<file path="src/rtl/rf_access_seq.sv">
`default_nettype none
// ============================================================================
// Module      : rf_access_seq
// Description : Sequences register-file reads and queued writes onto a single
//               registered rf_* port. Read responses use a valid/ready handshake.
//               Optional write-to-read forwarding: define RF_ACCESS_SEQ_FWD_EN.
// Revision    : 1.0 - initial release
// ============================================================================
module rf_access_seq #(
  parameter int WQ_DEPTH = 4
) (
  input  logic        clk,
  input  logic        reset,
  input  logic        en,
  input  logic        wr_valid,
  output logic        wr_ready,
  input  logic [4:0]  wr_addr,
  input  logic [31:0] wr_data,
  input  logic        rd_valid,
  output logic        rd_ready,
  input  logic [4:0]  rd_addr1,
  input  logic [4:0]  rd_addr2,
  output logic        resp_valid,
  input  logic        resp_ready,
  output logic [31:0] resp_data1,
  output logic [31:0] resp_data2,
  output logic [4:0]  rf_rs1,
  output logic [4:0]  rf_rs2,
  output logic [4:0]  rf_rd,
  output logic        rf_RW,
  output logic [31:0] rf_dataIn,
  output logic        rf_en,
  input  logic [31:0] rf_readOut1,
  input  logic [31:0] rf_readOut2
);
  localparam int c_PTR_W = (WQ_DEPTH > 1) ? $clog2(WQ_DEPTH) : 1;
  localparam int c_CNT_W = c_PTR_W + 1;
  localparam logic [c_CNT_W-1:0] c_DEPTH = c_CNT_W'(WQ_DEPTH);

  typedef enum logic [1:0] {
    S_IDLE     = 2'd0,
    S_RD_ISSUE = 2'd1,
    S_RD_WAIT  = 2'd2,
    S_RESP     = 2'd3
  } state_t;

  state_t             r_state;
  logic [4:0]         r_wq_addr [WQ_DEPTH];
  logic [31:0]        r_wq_data [WQ_DEPTH];
  logic [c_PTR_W-1:0] r_head;
  logic [c_PTR_W-1:0] r_tail;
  logic [c_CNT_W-1:0] r_count;
  logic               w_rd_acc;
  logic               w_wr_acc;
  logic               w_pop;

  assign wr_ready = en && (r_count < c_DEPTH);
`ifdef RF_ACCESS_SEQ_FWD_EN
  assign rd_ready = en && (r_state == S_IDLE);
`else
  assign rd_ready = en && (r_state == S_IDLE) && (r_count == '0);
`endif
  assign w_rd_acc = rd_valid && rd_ready;
  assign w_wr_acc = wr_valid && wr_ready;
  // RD_ISSUE is the cycle the file samples the read, so the port is kept free then.
  assign w_pop    = en && (r_state != S_RD_ISSUE) && !w_rd_acc && (r_count != '0);

`ifdef RF_ACCESS_SEQ_FWD_EN
  logic        w_hit1, w_hit2;
  logic [31:0] w_fwd1, w_fwd2;
  logic        r_fwd1_vld, r_fwd2_vld;
  logic [31:0] r_fwd1_data, r_fwd2_data;

  // Scan oldest to youngest so the youngest matching entry wins.
  always_comb begin
    w_hit1 = 1'b0;
    w_hit2 = 1'b0;
    w_fwd1 = '0;
    w_fwd2 = '0;
    for (int i = 0; i < WQ_DEPTH; i++) begin
      if (c_CNT_W'(i) < r_count) begin
        if (r_wq_addr[r_head + c_PTR_W'(i)] == rd_addr1) begin
          w_hit1 = 1'b1;
          w_fwd1 = r_wq_data[r_head + c_PTR_W'(i)];
        end
        if (r_wq_addr[r_head + c_PTR_W'(i)] == rd_addr2) begin
          w_hit2 = 1'b1;
          w_fwd2 = r_wq_data[r_head + c_PTR_W'(i)];
        end
      end
    end
  end
`endif

  always_ff @(posedge clk) begin
    if (reset) begin
      r_state    <= S_IDLE;
      r_head     <= '0;
      r_tail     <= '0;
      r_count    <= '0;
      resp_valid <= 1'b0;
      resp_data1 <= '0;
      resp_data2 <= '0;
      rf_en      <= 1'b0;
      rf_RW      <= 1'b0;
      rf_rs1     <= '0;
      rf_rs2     <= '0;
      rf_rd      <= '0;
      rf_dataIn  <= '0;
`ifdef RF_ACCESS_SEQ_FWD_EN
      r_fwd1_vld  <= 1'b0;
      r_fwd2_vld  <= 1'b0;
      r_fwd1_data <= '0;
      r_fwd2_data <= '0;
`endif
    end else if (!en) begin
      rf_en <= 1'b0;
    end else begin
      rf_en <= 1'b0;
      if (w_wr_acc) begin
        r_wq_addr[r_tail] <= wr_addr;
        r_wq_data[r_tail] <= wr_data;
        r_tail            <= r_tail + 1'b1;
      end
      if (w_pop) begin
        rf_en     <= 1'b1;
        rf_RW     <= 1'b1;
        rf_rd     <= r_wq_addr[r_head];
        rf_dataIn <= r_wq_data[r_head];
        r_head    <= r_head + 1'b1;
      end
      if (w_wr_acc && !w_pop)
        r_count <= r_count + 1'b1;
      else if (!w_wr_acc && w_pop)
        r_count <= r_count - 1'b1;

      case (r_state)
        S_IDLE: begin
          if (w_rd_acc) begin
            r_state <= S_RD_ISSUE;
            rf_en   <= 1'b1;
            rf_RW   <= 1'b0;
            rf_rs1  <= rd_addr1;
            rf_rs2  <= rd_addr2;
`ifdef RF_ACCESS_SEQ_FWD_EN
            r_fwd1_vld  <= w_hit1;
            r_fwd2_vld  <= w_hit2;
            r_fwd1_data <= w_fwd1;
            r_fwd2_data <= w_fwd2;
`endif
          end
        end
        S_RD_ISSUE: r_state <= S_RD_WAIT;
        S_RD_WAIT: begin
          r_state    <= S_RESP;
          resp_valid <= 1'b1;
`ifdef RF_ACCESS_SEQ_FWD_EN
          resp_data1 <= r_fwd1_vld ? r_fwd1_data : rf_readOut1;
          resp_data2 <= r_fwd2_vld ? r_fwd2_data : rf_readOut2;
`else
          resp_data1 <= rf_readOut1;
          resp_data2 <= rf_readOut2;
`endif
        end
        S_RESP: begin
          if (resp_ready) begin
            r_state    <= S_IDLE;
            resp_valid <= 1'b0;
          end
        end
        default: r_state <= S_IDLE;
      endcase
    end
  end
endmodule
`default_nettype wire

</file>
<file path="config.mk">
export PLATFORM = sky130hd
export DESIGN_NAME = rf_access_seq
export DESIGN_NICKNAME = d
export VERILOG_FILES = /design/src/rtl/rf_access_seq.sv
export SDC_FILE = /design/constraint.sdc
export NUM_CORES = 1
export LEC_CHECK = 0
export BUFFER_PORTS_ARGS = -buffer_cell sky130_fd_sc_hd__buf_4
export CAP_MARGIN = 20
export CELL_PAD_IN_SITES_DETAIL_PLACEMENT = 1
export CELL_PAD_IN_SITES_GLOBAL_PLACEMENT = 1
export CORE_AREA = 2 2 184 132
export CTS_BUF_LIST = sky130_fd_sc_hd__clkbuf_16
export CTS_CLUSTER_DIAMETER = 100
export CTS_CLUSTER_SIZE = 12
export DETAILED_ROUTE_END_ITERATION = 16
export DIE_AREA = 0 0 186 134
export HOLD_SLACK_MARGIN = 0.08
export PLACE_DENSITY = 0.82
export SYNTH_ARGS = -nofsm -noshare
export SYNTH_HDL_FRONTEND = slang
export SYNTH_SLANG_ARGS = --single-unit
</file>
<file path="constraint.sdc">
create_clock -name clk -period 2.7 [get_ports clk]
set_clock_uncertainty 0.1 [all_clocks]
set_input_delay 0 -clock clk [delete_from_list [all_inputs] [get_ports clk]]
set_output_delay 0 -clock clk [all_outputs]
set_load 0.01 [all_outputs]
</file>
==> results by group <==
Run status
  – Result of the run: completed

STA
  – Worst max-slew margin expressed relative to the limit: 56.1%
  – Setup Total Neg Slack: 0 ns
  – Hold Violations, Final: 0
  – Share of the cycle needed by the critical path after routing: between 80% and 90%
  – Number of slew-limit violations in the final report: 0
  – Final critical path time including I/O delays and setup: roughly 2.4 ns
  – Worst hold slack: around 0.12 ns
  – Worst setup slack after layout: about 0.32 ns
  – Slew @ Worst Pin: 0.658 ns
  – Setup violators final: 0
  – RSZ-0062 raised after global routing: no
  – Max Clock Freq: 0.419 GHz

Logic synthesis
  – Async S/R FF share, synth: 0%
  – Count of unique library cells instantiated by Yosys: 35
  – Compound-gate portion of the synthesized area: 7.48%
  – Synth Area in Simple Gates: 8.55%
  – Sequential element share of the synthesized area: 70.7%
  – Share of synthesized cell area in full adder, half adder and majority cells: around 1.5%
  – Fraction of synthesized cell area in xor and xnor cells: 0.538%
  – Ranking of synthesized cells by area: sky130_fd_sc_hd__edfxtp_1 46%, sky130_fd_sc_hd__dfxtp_1 25%, sky130_fd_sc_hd__mux4_2 8.5%
  – Total standard cell area after synthesis: between 0.009 and 0.01 sq mm
  – Post-synthesis area per instance: approximately 14 sq um
  – Number of synthesized flops with an enable pin: 148
  – Synth warn: 0
  – Combinational family with the most area after synthesis: multiplexers
  – Flop and latch count out of synthesis: roughly 270
  – Primary FF master, synth: sky130_fd_sc_hd__edfxtp_1
  – Fraction of synthesized cell area taken by the top area cell type: ~46%
  – Multiplexer share of the synthesized area: ~8.6%
  – Number of cells produced by synthesis: 680
  – Synthesized Nets: between 800 and 900
  – Largest area contributor in the synthesized netlist: sky130_fd_sc_hd__edfxtp_1

Setup path
  – Worst EP arrival: roughly 2.7 ns
  – Stage delay of the slowest cell on the critical path: roughly 0.60 ns
  – Critical register-to-register path endpoint: rf_rs2[1]
  – Reg2Reg Depth: 5
  – Slowest cell on crit path: sky130_fd_sc_hd__dlygate4sd3_1
  – Type of element capturing the critical path: flip-flop
  – Worst-path maximum fanout: 12
  – Kind of start point of the critical path: flip-flop
  – Critical path cell sequence: nor4b_2, and3_2, nand2_1, dlygate4sd3_1, a21oi_1
  – Critical path class: reg -> reg
  – Worst reg-to-reg setup slack: 0.32 ns
  – Launch instance of the worst register-to-register path: r_count[2]
  – Critical path data required time: between 3 and 4 ns

Placed design
  – Placement Setup Slack: approximately 0.46 ns
  – Port-buffer cells: 232
  – HPWL after DPL: around 16 mm
  – Final weighted congestion in routability-driven placement: 0.727
  – Instance area at placement: between 0.01 and 0.015 sq mm

Worst hold path
  – Worst hold path stage count: 2
  – Path class of the lowest-slack min-delay path: in -> reg
  – Worst Hold Path EP: r_wq_data[0][15]
  – Worst min-delay path startpoint: wr_data[15]

Clocking
  – H-tree depth reported by CTS: 1
  – CTS sink count: ~270
  – Clock latency of the later-clocked register in the worst-skew pair: 0.52 ns
  – CTS tree: done
  – Maximum buffer depth of the clock tree: 3
  – Clock Tree Root: sky130_fd_sc_hd__clkbuf_16
  – Number of buffers added by the clock tree synthesis step: 26
  – CTS clk-pin slew, worst paths: ~0.06 ns

GRT
  – Largest net degree at the start of global routing: 66
  – Via count of the first global-routing pass: slightly below 8k
  – Global-route congestion overflow total: 0
  – Total routing resource utilization after global routing: between 20 and 25%
  – Antenna violations before repair: 3
  – Global-route wire length before repair: 42.3 mm

Power
  – Internal power component: a little over 0.007 W
  – Largest voltage drop on the vdd net: approximately 460 uV
  – Share of total power in sequential cells: approximately half
  – Part of the total power dissipated in combinational logic: 16.4%
  – Switching share of total power: between 20% and 30%
  – Pwr/cell area: ~680 mW/mm^2
  – Static Leakage: around 5.3 nW
  – Switching power total: 0.00234 W
  – Clk network pwr share: approximately a third

Finish
  – Area growth, synth to finish: 43.6%
  – Count of fill cells added during filler insertion: ~2.3k
  – Post-route standard cell area excluding fillers: 0.0140 sq mm
  – Final net count: 1179
  – Ratio of cells with drive above 1 in the final layout: 30.3%

Route
  – Per-cell via count in the routed design: 5.00
  – Drt first pass iters: 5
  – Total wire length: around 28 mm
  – Number of design-rule violations left by the first detailed-router iteration: ~280
  – Wirelength per Cell: 20.1 um
  – Total vias in the final route: 6949
  – DRC Markers: 0
  – Post-DRT Antenna Nets: 0

Floorplan
  – Initial Util: a little over two fifths
  – Total core area: roughly 0.023 sq mm
  – Number of placement rows: 47
  – Number of placed I/O pins: about 230
  – Die Span X: between 150 and 200 um
  – Overall die height: roughly 130 um
  – Area enclosed by the die boundary: around 0.025 sq mm

Run
  – Max cap viols: 0
## power groups by stage
stage	clock (W)	sequential (W)	combinational (W)
finish	0.00323	0.00473	0.00156
CTS	0.00332	0.00473	0.00155
floorplan	0	0.00481	0.000761
detailed placement	0	0.00481	0.00137
global placement	0	0.00480	0.00133
global route	0.00346	0.00475	0.00169
## how the worst max path moves through the flow
stage / start / end / slack [ns] / cells after the start
floorplan: r_count[2] / r_wq_addr[0][0] / 0.40 / 4
CTS: r_count[2] / rf_en / 0.30 / 5
global placement: r_state[1] / r_count[2] / 0.56 / 11
detailed placement: r_state[1] / r_count[2] / 0.46 / 11
global route: r_count[0] / rf_rs2[1] / 0.16 / 5
finish: r_count[2] / rf_rs2[1] / 0.32 / 5
## state kept, by name, summed over array words and instances (netlist names)
signal	flops
rf_en	1
resp_data1	32
r_head	2
resp_valid	1
rf_rd	5
rf_rs1	5
rf_RW	1
r_wq_addr	20
rf_dataIn	32
r_state	2
r_count	3
resp_data2	32
rf_rs2	5
r_tail	2
r_wq_data	128
## routing by layer
metal  GRT usage (%)  routed length [um]
met1            26.6               11200
met2            39.1               14300
met3            3.91                1530
met4            8.22                 898
met5               0                   0
## repair_timing
action	in CTS	in global routing
hold buffers	138	0
endpoints found under the hold margin	234	0
setup buffers	0	0
endpoints found under the setup margin	0	1
resized for setup	0	1
## cell usage in the layout, fill, tap and decap left out, types with 3 or more instances in the layout
cell type                         n
sky130_fd_sc_hd__a21oi_1         76
sky130_fd_sc_hd__a22o_1          37
sky130_fd_sc_hd__and2_2           5
sky130_fd_sc_hd__buf_12           8
sky130_fd_sc_hd__buf_4          236
sky130_fd_sc_hd__clkbuf_16       27
sky130_fd_sc_hd__dfxtp_1        121
sky130_fd_sc_hd__diode_2          3
sky130_fd_sc_hd__dlygate4sd3_1  138
sky130_fd_sc_hd__edfxtp_1       148
sky130_fd_sc_hd__ha_1            10
sky130_fd_sc_hd__inv_1           24
sky130_fd_sc_hd__mux4_2          37
sky130_fd_sc_hd__nand2_1        154
sky130_fd_sc_hd__nor2_1          11
sky130_fd_sc_hd__nor3_1           3
sky130_fd_sc_hd__xnor2_1          5
## synth_stat cells, types with 3 or more instances
master,count
sky130_fd_sc_hd__mux4_2,37
sky130_fd_sc_hd__and2_1,6
sky130_fd_sc_hd__inv_1,7
sky130_fd_sc_hd__edfxtp_1,148
sky130_fd_sc_hd__a21oi_1,76
sky130_fd_sc_hd__xnor2_1,5
sky130_fd_sc_hd__nand2_1,155
sky130_fd_sc_hd__clkbuf_1,17
sky130_fd_sc_hd__nor2_1,11
sky130_fd_sc_hd__buf_6,7
sky130_fd_sc_hd__dfxtp_1,123
sky130_fd_sc_hd__a22o_1,37
sky130_fd_sc_hd__ha_1,10
sky130_fd_sc_hd__nor3_1,3
sky130_fd_sc_hd__buf_2,9
sky130_fd_sc_hd__buf_4,4
## kinds of logic (layout without fill, tap and decap cells)
kind of cell             count (synthesis)  in the layout
AO/OA/AOI/OAI                          117            117
XOR/XNOR                                 6              6
adder cells (fa/ha/maj)                 11             11
buffers and inverters                   46            434
flip-flops                             271            271
multiplexers                            38             38
other                                    0              3
AND/OR/NAND/NOR                        191            191
## per-stage QoR
step                total power (W)  instances  util, %
CTS                         0.00960       1386     60.3
global placement            0.00613       1203     51.2
detailed placement          0.00619       1203     51.2
floorplan                   0.00557        680        -
finish                      0.00952       1389     60.4
global route                0.00990       1389     60.4
## final cells by class
cell class / count / area [sq um] / area share [%]
clock buffers: 27 / 676 / 4.82
well taps: 318 / 398 / 2.84
repair buffers: 382 / 3310 / 23.6
diodes: 3 / 7.51 / 0.0536
clock inverters: 18 / 70.1 / 0.500
flip-flops and latches: 271 / 6910 / 49.3
multi-input cells: 363 / 2620 / 18.7
inverters: 7 / 26.3 / 0.187
## critical path, delay by kind of cell, from the launching register on
kind | cells | cell delay, ns
DFF | 1 | 0.37
and+or+nand+nor | 3 | 1.08
AOI/OAI and AO/OA | 1 | 0.15
buffers and inverters | 1 | 0.60
Note: power is estimated with default switching activity, not from simulation.
